$ cat src/rtl/uart_pkg.sv
// Shared UART definitions: parity modes, transmit serializer states, bit-period helper.
// The uart_rx receiver is expected to move onto these same definitions.
package uart_pkg;

  localparam int PARITY_NONE = 0;
  localparam int PARITY_ODD  = 1;
  localparam int PARITY_EVEN = 2;

  typedef enum logic [2:0] {
    ST_IDLE   = 3'd0,
    ST_START  = 3'd1,
    ST_DATA   = 3'd2,
    ST_PARITY = 3'd3,
    ST_STOP   = 3'd4
  } tx_state_t;

  function automatic int clk_per_bit(input int clock, input int baud);
    return clock / baud;
  endfunction

endpackage

$ cat src/rtl/sync_fifo.sv
// Synchronous FIFO with registered occupancy flags and first-word-fall-through read data.
// A push while full and a pop while empty are ignored.
module sync_fifo #(
  parameter int WIDTH = 8,
  parameter int DEPTH = 16
) (
  input  logic                   clk,
  input  logic                   rst_n,
  input  logic [WIDTH-1:0]       wr_data,
  input  logic                   push,
  input  logic                   pop,
  output logic [WIDTH-1:0]       rd_data,
  output logic [$clog2(DEPTH):0] count,
  output logic                   full,
  output logic                   empty
);

  localparam int AW = $clog2(DEPTH);
  localparam int CW = AW + 1;

  logic [WIDTH-1:0] mem [DEPTH];
  logic [AW-1:0]    wr_ptr;
  logic [AW-1:0]    rd_ptr;
  logic             do_push;
  logic             do_pop;
  logic [CW-1:0]    count_d;

  assign do_push = push && !full;
  assign do_pop  = pop && !empty;
  assign count_d = count + CW'(do_push) - CW'(do_pop);
  assign rd_data = mem[rd_ptr];

  always_ff @(posedge clk) begin
    if (do_push) mem[wr_ptr] <= wr_data;
  end

  // DEPTH is a power of two, so the pointers wrap on their own.
  always_ff @(posedge clk or negedge rst_n) begin
    if (!rst_n) begin
      wr_ptr <= '0;
      rd_ptr <= '0;
      count  <= '0;
      full   <= 1'b0;
      empty  <= 1'b1;
    end else begin
      if (do_push) wr_ptr <= wr_ptr + AW'(1);
      if (do_pop)  rd_ptr <= rd_ptr + AW'(1);
      count <= count_d;
      full  <= (count_d == CW'(DEPTH));
      empty <= (count_d == '0);
    end
  end

endmodule

$ cat src/rtl/uart_tx_fifo.sv
// Buffered UART transmitter: FIFO-fed serializer with optional parity and 1 or 2 stop bits.
//   state     | meaning
//   ST_IDLE   | line high, waiting for a FIFO entry
//   ST_START  | start bit (low) for one bit period
//   ST_DATA   | data bits, LSB first
//   ST_PARITY | parity bit (only when parity is enabled)
//   ST_STOP   | stop bit(s) high; pops the next byte at the end when one is queued
module uart_tx_fifo
  import uart_pkg::*;
#(
  parameter int CLOCK_SPEED = 100_000_000,
  parameter int BAUD_RATE   = 9600,
  parameter int DATA_BITS   = 8,
  parameter int FIFO_DEPTH  = 16,
  parameter int PARITY      = 0,
  parameter int STOP_BITS   = 1
) (
  input  logic                        clk,
  input  logic                        rst_n,
  input  logic [DATA_BITS-1:0]        wr_data,
  input  logic                        wr_en,
  output logic                        full,
  output logic [$clog2(FIFO_DEPTH):0] count,
  output logic                        overflow,
  output logic                        tx_serial,
  output logic                        tx_active,
  output logic                        tx_cplt
);

  localparam int   CPB     = clk_per_bit(CLOCK_SPEED, BAUD_RATE);
  localparam int   BAUD_W  = $clog2(CPB);
  localparam int   IDX_W   = $clog2(DATA_BITS);
  localparam logic ODD_PAR = (PARITY == PARITY_ODD);
  localparam logic HAS_PAR = (PARITY == PARITY_ODD) || (PARITY == PARITY_EVEN);

  tx_state_t             state_q, state_d;
  logic [BAUD_W-1:0]     baud_q, baud_d;
  logic [IDX_W-1:0]      idx_q, idx_d;
  logic [DATA_BITS-1:0]  shift_q, shift_d;
  logic                  par_q, par_d;
  logic                  line_d;
  logic                  active_d;
  logic                  cplt_d;
  logic                  bit_end;
  logic                  pop;
  logic                  empty;
  logic [DATA_BITS-1:0]  rd_data;

  sync_fifo #(
    .WIDTH (DATA_BITS),
    .DEPTH (FIFO_DEPTH)
  ) u_fifo (
    .clk     (clk),
    .rst_n   (rst_n),
    .wr_data (wr_data),
    .push    (wr_en),
    .pop     (pop),
    .rd_data (rd_data),
    .count   (count),
    .full    (full),
    .empty   (empty)
  );

  function automatic logic calc_parity(input logic [DATA_BITS-1:0] d);
    return ODD_PAR ? ~^d : ^d;
  endfunction

  assign bit_end = (baud_q == BAUD_W'(CPB - 1));

  always_comb begin
    state_d = state_q;
    baud_d  = baud_q;
    idx_d   = idx_q;
    shift_d = shift_q;
    par_d   = par_q;
    pop     = 1'b0;
    if (state_q != ST_IDLE) baud_d = bit_end ? '0 : baud_q + BAUD_W'(1);
    case (state_q)
      ST_IDLE: begin
        if (!empty) begin
          pop     = 1'b1;
          shift_d = rd_data;
          par_d   = calc_parity(rd_data);
          state_d = ST_START;
          baud_d  = '0;
          idx_d   = '0;
        end
      end
      ST_START: begin
        if (bit_end) begin
          state_d = ST_DATA;
          idx_d   = '0;
        end
      end
      ST_DATA: begin
        if (bit_end) begin
          if (idx_q == IDX_W'(DATA_BITS - 1)) begin
            idx_d   = '0;
            state_d = HAS_PAR ? ST_PARITY : ST_STOP;
          end else begin
            idx_d = idx_q + IDX_W'(1);
          end
        end
      end
      ST_PARITY: begin
        if (bit_end) begin
          state_d = ST_STOP;
          idx_d   = '0;
        end
      end
      ST_STOP: begin
        if (bit_end) begin
          if (idx_q == IDX_W'(STOP_BITS - 1)) begin
            idx_d = '0;
            // Chain straight into the next start bit to keep the line busy.
            if (!empty) begin
              pop     = 1'b1;
              shift_d = rd_data;
              par_d   = calc_parity(rd_data);
              state_d = ST_START;
            end else begin
              state_d = ST_IDLE;
            end
          end else begin
            idx_d = idx_q + IDX_W'(1);
          end
        end
      end
      default: begin
        state_d = ST_IDLE;
        baud_d  = '0;
        idx_d   = '0;
      end
    endcase
  end

  // Outputs are registered from the next state so the pin matches the state it belongs to.
  always_comb begin
    line_d = 1'b1;
    case (state_d)
      ST_START:  line_d = 1'b0;
      ST_DATA:   line_d = shift_d[idx_d];
      ST_PARITY: line_d = par_d;
      default:   line_d = 1'b1;
    endcase
    active_d = (state_d != ST_IDLE);
    cplt_d   = (state_d == ST_STOP) && (baud_d == BAUD_W'(CPB - 1)) &&
               (idx_d == IDX_W'(STOP_BITS - 1));
  end

  always_ff @(posedge clk or negedge rst_n) begin
    if (!rst_n) begin
      state_q   <= ST_IDLE;
      baud_q    <= '0;
      idx_q     <= '0;
      shift_q   <= '0;
      par_q     <= 1'b0;
      tx_serial <= 1'b1;
      tx_active <= 1'b0;
      tx_cplt   <= 1'b0;
      overflow  <= 1'b0;
    end else begin
      state_q   <= state_d;
      baud_q    <= baud_d;
      idx_q     <= idx_d;
      shift_q   <= shift_d;
      par_q     <= par_d;
      tx_serial <= line_d;
      tx_active <= active_d;
      tx_cplt   <= cplt_d;
      overflow  <= wr_en && full;
    end
  end

endmodule

$ cat config.mk
export PLATFORM = sky130hd
export DESIGN_NAME = uart_tx_fifo
export DESIGN_NICKNAME = d
export VERILOG_FILES = /design/src/rtl/uart_pkg.sv /design/src/rtl/sync_fifo.sv /design/src/rtl/uart_tx_fifo.sv
export SDC_FILE = /design/constraint.sdc
export NUM_CORES = 1
export LEC_CHECK = 0
export CORE_ASPECT_RATIO = 1.4
export CORE_MARGIN = 2
export CORE_UTILIZATION = 25
export CTS_CLUSTER_SIZE = 20
export DETAILED_ROUTE_END_ITERATION = 12
export GPL_TIMING_DRIVEN = 0
export SYNTH_ARGS = -nofsm -noshare
export SYNTH_HDL_FRONTEND = slang
export SYNTH_SLANG_ARGS = --single-unit
$ cat constraint.sdc
create_clock -name clk -period 3.3 [get_ports clk]
set_clock_uncertainty 0.2 [all_clocks]
set_input_delay 0.495 -clock clk [delete_from_list [all_inputs] [get_ports clk]]
set_output_delay 0.495 -clock clk [all_outputs]
set_load 0.02 [all_outputs]
==> results of run 1 <==
## cells in the mapped netlist (all sizes together), types with 6 or more instances
library cell	n	share of area [%]
mux4	22	6.5
edfxtp	128	50
a221oi	11	1.3
nor2	44	2.2
nand3	7	0.46
o21ai	14	0.96
and2	6	0.49
a31oi	8	0.85
xor2	10	1.1
nand4	9	0.93
nor3	11	0.72
clkbuf	10	0.49
inv	19	0.93
mux2i	22	2.9
nand2	29	1.5
buf	14	1.2
xnor2	20	2.3
a21oi	10	0.65
dfrtp	46	15
ha	14	2.3
## layer usage
metal  global-route usage [%]  up-vias  wire length [um]
met5                        0        -                 0
met4                     4.32        0               429
met3                     2.19       25               510
met2                     19.3       84              8990
met1                     12.6     2231              7010
li1                         -     2052                 -
## area by class of cell
type	count	area, um^2
fillers	2944	20900
flip-flops and latches	176	5050
multi-input cells	294	2530
well taps	385	482
clock buffers	17	425
repair buffers	36	338
clock inverters	14	165
plain buffers	23	146
inverters	19	71.3
## worst paths after layout
check | from | to | depth (start not counted)
setup / recovery | baud_q[12] | u_fifo.full | 13
hold / removal | shift_q[0] | shift_q[0] | 1
setup reg to reg | baud_q[12] | u_fifo.full | 13
hold reg to reg | shift_q[0] | shift_q[0] | 1
max in group asynchronous | rst_n | tx_serial | 3
min in group asynchronous | rst_n | u_fifo.count[4] | 2
## flip-flops by register name, indices dropped and copies added, names as in the netlist, 3 cells and up
| register | cells |
|---|---|
| idx_q | 3 |
| state_q | 3 |
| u_fifo.wr_ptr | 4 |
| u_fifo.count | 5 |
| shift_q | 8 |
| u_fifo.rd_ptr | 4 |
| baud_q | 14 |
| u_fifo.mem | 128 |
## kinds of logic (layout without fill, tap and decap cells)
kind of cell	after synthesis	after routing
AO/OA/AOI/OAI	69	69
XOR/XNOR	31	31
adder cells (fa/ha/maj)	15	15
buffers and inverters	43	109
flip-flops	176	176
multiplexers	48	48
AND/OR/NAND/NOR	131	131
## per-stage QoR
step | worst slack [ps] | utilization, %
detailed placement | -547 | 27.9
global placement | -564 | 27.8
CTS | 11.3 | 30.1
floorplan | 0.302 | -
global route | 3.35 | 30.5
finish | 164 | 30.5
## power groups by stage
stage	Combinational, W	Sequential, W	Clock (W)
finish	0.00288	0.00293	0.00202
global route	0.00314	0.00297	0.00214
CTS	0.00280	0.00293	0.00205
detailed placement	0.00267	0.00298	0
global placement	0.00264	0.00297	0
floorplan	0.00186	0.00298	0
## worst max-delay path, cell delays in order, from the launching register on
cell      delay, ps
dfrtp_1         430
and4bb_4        400
nand4_1         170
a21boi_2        230
buf_6           150
buf_8           130
ha_4            130
inv_2            40
ha_4            150
fa_2            360
a21o_1          180
a21oi_2         170
xnor2_2         120
and2_1          170
## timing repair
action / 4_1_cts / 5_1_grt
cloned: 0 / 0
endpoints found under the hold margin: 26 / 0
pin swaps: 4 / 8
setup buffers: 5 / 8
endpoints found under the setup margin: 6 / 4
hold buffers: 1 / 0
resized for setup: 12 / 15
==> results.yml, run 1 <==
power_and_ir_drop:
  p_int_w: 0.00507
  power_frac_seq_pct: 37.4
  clkPwrFrac_pct: 25.8
  switching_power_w: 0.00275
  p_total_w: 0.00782
  p_sw_share_pct: 35.1
  p_leak_nw: 3.27
  peakVddDrop_v: 0.000439
  power-per-cell-area_mw_per_mm2: 850
  combPwrFrac_pct: 36.8
sta:
  drv_slew: 0
  fin_tns_setup_ps: 0
  hold_viol: 0
  rsz0062_at_grt: "false"
  fin_crit_sh_pct: 95.0
  tightest_slew_ps: 1230
  fmax_ghz: 0.319
  fin_crit_ps: 3140
  relSlewSlack_pct: 17.5
  holdWs_ps: 300
  setup_violations: 0
floorplanning:
  die_w_um: 152
  rows: 75
  ios: 21
  core_area_mm2: 0.0301
  start_util_pct: 25.5
  die_h_um: 211
  dieArea_mm2: 0.0322
yosys:
  synth_compound_area_share_pct: 6.71
  synth_xor_area_share_pct: 3.71
  synthesis.nets: 539
  yosysWarnings: 0
  netlist_instances: 513
  avgSynthCellArea_um2: 15.0
  synth_edf_count: 128
  synth-simple-area-share_pct: 8.70
  seq_area_frac_synth_pct: 65.7
  synthMuxAreaShare_pct: 9.95
  async_flop_share_pct: 27.3
  ys_types: 62
  synthFlopType: "edfxtp_1"
  ys_seq_elements: 176
  synth_area_mm2: 0.00768
  synth_top_family_by_area: "multiplexers"
  synth_fa_ha_area_share_pct: 2.54
drt:
  routed_wirelength_mm: 16.9
  drcViolationCount: 0
  drtIter0Drc: 361
  postRouteAntennaNets: 0
  dr_total_vias: 4392
  viasPerCell: 4.56
  wl_per_cell_um: 17.6
  first_pass_iters: 4
clock_tree:
  cts_tree: "yes"
  cts_inserted_buffers: 17
  max-clock-path-buffers: 2
  clk_pin_slew_ps: 80
  cts.htree.levels: 4
  clock_latency_ps: 440
  cts.sinks: 176
  root_buffer: "clkbuf_16"
placement:
  io_buffer_count: 20
  gp_congestion: 0.789
  place_area_mm2: 0.00839
  hpwlAfterDp_mm: 11.5
  placed_cells: 919
flow_run:
  drv_cap: 0
cells_and_area:
  fin_area_mm2: 0.00920
  fin_cells: 964
  fin_nets: 593
  drive_gt1_share_pct: 20.2
  area_growth_syn_to_layout_pct: 19.8
  layout_common_cells: "edfxtp_1 (128), dfrtp_1 (46), nor2_1 (43), nand2_1 (28)"
  layout_commonest_cell: "edfxtp_1"
  num_antenna_cells: 0
setup_path:
  r2r_setup_slack_ps: 160
  end_kind: "flip-flop"
  crit_required_ps: 3430
  arrival_ps: 3260
  worstSetupPathType: "reg -> reg"
  worst_setup_path_start_kind: "flip-flop"
  cp_max_fo: 8
global_routing:
  gr-total-overflow: 0
  grt_pass1_vias: 4474
  grt_util_all_layers_pct: 10.8
  grt_first_pass_wirelength_mm: 26.2
  antenna_found_initial: 0
  grt_max_degree: 29
status:
  outcome: "completed"
min_path:
  hold_class: "reg -> reg"
(Power assumes the default switching activity.)
==> run 2, diff against run 1 <==
- HOLD_SLACK_MARGIN: unset -> 0.12
- TNS_END_PERCENT: unset -> 10
==> run 2 against run 1 <==
Utilization hardly changed. Non-clock buffer count is 1 higher. Critical path depth is 6 lower. Final area is 0.14% higher. First-iteration DRC count is 10% higher. Die area stayed put. Cell count is 0.10% higher. Largest power group unchanged. Power is 0.25% higher.
==> results.yml, run 2 (synthesized netlist as in run 1, its figures left out) <==
status:
  outcome: "completed"
setup_path:
  crit_family: "multiplexers"
  critical_path_buf_inv_count: 2
  cp_max_fo: 10
  crit_path_frequent_cell: "buf_6"
  cp_slowest_cell: "a222oi_1"
  max_stage_delay_ps: 650
  crit_required_ps: 3410
  arrival_ps: 3260
  end_kind: "flip-flop"
  worstPathCellList: "buf_6 -> buf_6 -> mux4_2 -> a222oi_1 -> xnor3_1 -> xnor2_1 -> mux2_2"
  worst_setup_path_start_kind: "flip-flop"
  worstSetupPathType: "reg -> reg"
placement:
  gp_congestion: 0.789
  hpwlAfterDp_mm: 11.5
  io_buffer_count: 20
sta:
  relSlewSlack_pct: 17.3
  setup_violations: 0
  fmax_ghz: 0.317
  drv_slew: 0
  hold_viol: 0
  fin_crit_ps: 3150
  fin_tns_setup_ps: 0
  fin_crit_sh_pct: 95.5
  tightest_slew_ps: 1230
global_routing:
  grtUsageMet3_pct: 2.17
  grt_pass1_vias: 4469
  met1_usage_pct: 12.6
  grt.busiest_layer: "met2"
  grt_first_pass_wirelength_mm: 26.2
  antenna_found_initial: 0
  grt_use_met2_pct: 19.3
  gr-total-overflow: 0
  grt_util_all_layers_pct: 10.7
  grt_max_degree: 29
drt:
  first_pass_iters: 5
  dr_total_vias: 4417
  drtIter0Drc: 398
  viasPerCell: 4.58
  drcViolationCount: 0
  postRouteAntennaNets: 0
  routed_wirelength_mm: 17.1
  wl_per_cell_um: 17.7
power_and_ir_drop:
  p_leak_nw: 3.27
  power-per-cell-area_mw_per_mm2: 851
  p_total_w: 0.00784
  peakVddDrop_v: 0.000439
floorplanning:
  start_util_pct: 25.5
  die_h_um: 211
  dieArea_mm2: 0.0322
  ios: 21
  core_area_mm2: 0.0301
  die_w_um: 152
  rows: 75
clock_tree:
  clock_latency_ps: 440
  clk_pin_slew_ps: 70
  cts.htree.levels: 4
  max-clock-path-buffers: 2
  cts_tree: "yes"
  cts_inserted_buffers: 17
  root_buffer: "clkbuf_16"
  cts.sinks: 176
min_path:
  hold_class: "reg -> reg"
cells_and_area:
  layout_commonest_cell: "edfxtp_1"
  largestRegisters: "u_fifo.mem x128, baud_q x14, shift_q x8"
  regMostFlops: "u_fifo.mem"
  num_antenna_cells: 0
  fin_nets: 594
  layout_common_cells: "edfxtp_1 (128), dfrtp_1 (46), nor2_1 (43), nand2_1 (28)"
  largest_reg_flops: 128
  drive_gt1_share_pct: 20.3
  area_growth_syn_to_layout_pct: 20.0
flow_run:
  drv_cap: 0
==> run 2: cell count changes in the layout (fill, tap and decap cells not counted), sizes merged <==
| cell | before | now |
|---|---|---|
| clkbuf | 25 | 26 |
==> run 2: timing repair <==
item | in CTS | in global routing
endpoints found under the hold margin | 26 | 0
gates resized for setup | 14 | 13
setup buffers | 4 | 10
cloned | 0 | 0
endpoints found under the setup margin | 6 | 4
hold buffers | 1 | 0
pin swaps | 5 | 6
==> run 2: final timing paths <==
kind	startpoint	slack (ps)	depth (start not counted)	end
min in group asynchronous	rst_n	460	2	tx_active
worst min-delay path	shift_q[0]	300	1	shift_q[0]
worst max register to register	u_fifo.rd_ptr[0]	150	7	par_q
worst min register to register	shift_q[0]	300	1	shift_q[0]
max in group asynchronous	rst_n	1800	3	tx_serial
worst max-delay path	u_fifo.rd_ptr[0]	150	7	par_q
==> run 2: per-stage QoR <==
stage	hold WS [ps]	cells	cell area [um^2]	worst slack, ps	util [%]
after floorplan	-0.591	513	7680	0.302	-
after global placement	279	918	8370	-564	27.8
after detailed placement	289	919	8390	-547	27.9
after CTS	304	955	9080	16.5	30.1
after global routing	311	965	9210	-9.10	30.6
final	301	965	9210	149	30.6
==> run 2: final cells by class <==
cell class / instances / area, um^2
fillers: 2944 / 20900
flip-flops and latches: 176 / 5050
multi-input cells: 294 / 2520
well taps: 385 / 482
clock buffers: 17 / 425
repair buffers: 37 / 345
clock inverters: 14 / 165
plain buffers: 23 / 156
inverters: 19 / 71.3
==> run 2: power by group <==
part	switching [W]	internal, W	total [W]
combinational	0.00160	0.00130	0.00290
sequential	0.000169	0.00276	0.00293
clock	0.000996	0.00102	0.00202
total	0.00276	0.00508	0.00784
==> run 2: routing by layer <==
layer  share of wire [%]  wire length (um)
met5                   0                 0
met4                 2.4               405
met2                  53              9080
met3                 3.1               534
met1                  41              7060
==> run 3, diff against run 2 <==
- SKIP_LAST_GASP: unset -> 1
==> run 3 against run 2 <==
Critical path depth is 6 higher. Power is 0.27% lower. Via count is 0.95% lower. Critical path type unchanged. Critical endpoint is now u_fifo.full. Routed wire length is 0.42% lower. Sequential share of layout area is 0.25 points higher. Setup slack worse by 51 ps. Cell count is 0.21% lower. Largest cell class unchanged. Hold slack better by 2.2 ps. Clock-buffer cell count stayed put. Sequential power hardly changed. Combinational power hardly changed. Non-clock buffer count is 2 lower.
==> results.yml, run 3 (synthesized netlist as in run 1, its figures left out) <==
sta:
  final.setup.worst_slack_ps: 97.5
  rsz0062_at_grt: "true"
  fmax_ghz: 0.312
  relSlewSlack_pct: 17.3
  tightest_slew_ps: 1230
  fin_crit_sh_pct: 97.0
  hold_viol: 0
  fin_crit_ps: 3200
  setup_violations: 0
  drv_slew: 0
floorplanning:
  core_area_mm2: 0.0301
  start_util_pct: 25.5
  ios: 21
  dieArea_mm2: 0.0322
  die_w_um: 152
  rows: 75
  die_h_um: 211
min_path:
  hold_class: "reg -> reg"
clock_tree:
  cts_inserted_buffers: 17
  clock_latency_ps: 440
  root_buffer: "clkbuf_16"
  clk_pin_slew_ps: 80
  cts.htree.levels: 4
  cts.sinks: 176
  max-clock-path-buffers: 2
  cts_tree: "yes"
power_and_ir_drop:
  p_total_w: 0.00782
  power-per-cell-area_mw_per_mm2: 853
  p_leak_nw: 3.26
  p_sw_share_pct: 35.2
  clkPwrFrac_pct: 25.8
  peakVddDrop_v: 0.000439
  power_frac_seq_pct: 37.4
  p_int_w: 0.00507
  switching_power_w: 0.00275
  combPwrFrac_pct: 36.8
drt:
  drtIter0Drc: 349
  drcViolationCount: 0
  wl_per_cell_um: 17.7
  first_pass_iters: 5
  postRouteAntennaNets: 0
  viasPerCell: 4.54
  dr_total_vias: 4375
  routed_wirelength_mm: 17.0
cells_and_area:
  fin_nets: 592
  drive_gt1_share_pct: 19.7
  largest_reg_flops: 128
  largestRegisters: "u_fifo.mem x128, baud_q x14, shift_q x8"
  fin_cells: 963
  area_growth_syn_to_layout_pct: 19.4
  postLayoutCoreUtil_pct: 30.4
  filler_cell_count: 2946
  layout_common_cells: "edfxtp_1 (128), dfrtp_1 (46), nor2_1 (43), nand2_1 (28)"
  num_antenna_cells: 0
  layout_commonest_cell: "edfxtp_1"
  regMostFlops: "u_fifo.mem"
placement:
  io_buffer_count: 20
  gp_congestion: 0.789
  placed_cells: 919
  hpwlAfterDp_mm: 11.5
  pre_cts_ws_ps: -547
global_routing:
  antenna_found_initial: 0
  grt_first_pass_wirelength_mm: 26.2
  gr-total-overflow: 0
  grt_pass1_vias: 4467
  grt_util_all_layers_pct: 10.7
  grt_max_degree: 29
setup_path:
  crit_required_ps: 3430
  worst_setup_path_start_kind: "flip-flop"
  end_kind: "flip-flop"
  arrival_ps: 3330
  worstSetupPathType: "reg -> reg"
  cp_max_fo: 8
flow_run:
  drv_cap: 0
status:
  outcome: "completed"
==> run 3: final timing paths <==
path | start | endpoint | slack [ps] | cells past startpoint
worst min-delay path | shift_q[0] | shift_q[0] | 300 | 1
max in group asynchronous | rst_n | tx_serial | 1810 | 3
worst max-delay path | baud_q[10] | u_fifo.full | 100 | 13
min in group asynchronous | rst_n | tx_active | 450 | 2
worst max register to register | baud_q[10] | u_fifo.full | 100 | 13
worst min register to register | shift_q[0] | shift_q[0] | 300 | 1
==> run 3: worst max-delay path, stage by stage (launching register included) <==
cell	delay [ps]
dfrtp_1	440
and4bb_2	400
nand4_1	190
a21boi_2	230
buf_6	150
buf_8	120
ha_1	120
inv_1	60
ha_4	160
fa_2	360
a21o_1	200
a21oi_2	170
xnor2_2	120
and2_1	170
==> run 3: final cells by class <==
cell class              instances  area, um^2  share of cell area [%]
plain buffers                  23         146                    1.60
clock buffers                  17         425                    4.64
clock inverters                14         165                    1.80
inverters                      19        71.3                   0.778
multi-input cells             294        2500                    27.3
flip-flops and latches        176        5050                    55.0
well taps                     385         482                    5.25
repair buffers                 35         330                    3.60
==> run 3: power groups by stage <==
stage / combinational [W] / clock (W) / sequential [W]
after global routing: 0.00313 / 0.00214 / 0.00297
after detailed placement: 0.00267 / 0 / 0.00298
after CTS: 0.00280 / 0.00205 / 0.00293
final: 0.00288 / 0.00202 / 0.00293
after floorplan: 0.00186 / 0 / 0.00298
after global placement: 0.00264 / 0 / 0.00297
==> run 3: metrics by stage <==
step,cell area (um^2),hold WS (ps),setup TNS (ps)
after floorplan,7680,-0.591,0
after global placement,8370,279,-6630
after detailed placement,8390,289,-5510
after CTS,9060,304,-47.0
after global routing,9170,311,-174
final,9170,303,0
==> run 3: timing repair <==
action                     4_1_cts  5_1_grt
buffers inserted                 4        8
hold endpoints to repair        26        0
pin swaps                        3        7
hold buffers                     1        0
setup endpoints to repair        6        4
gates resized for setup         11       13
==> run 3: metal layers <==
| metal | vias to the layer above | global-route usage [%] | routed length (um) |
|---|---|---|---|
| li1 | 2044 | - | - |
| met1 | 2243 | 12.6 | 7100 |
| met2 | 68 | 19.3 | 9060 |
| met3 | 20 | 2.17 | 490 |
| met4 | 0 | 4.09 | 349 |
| met5 | - | 0 | 0 |
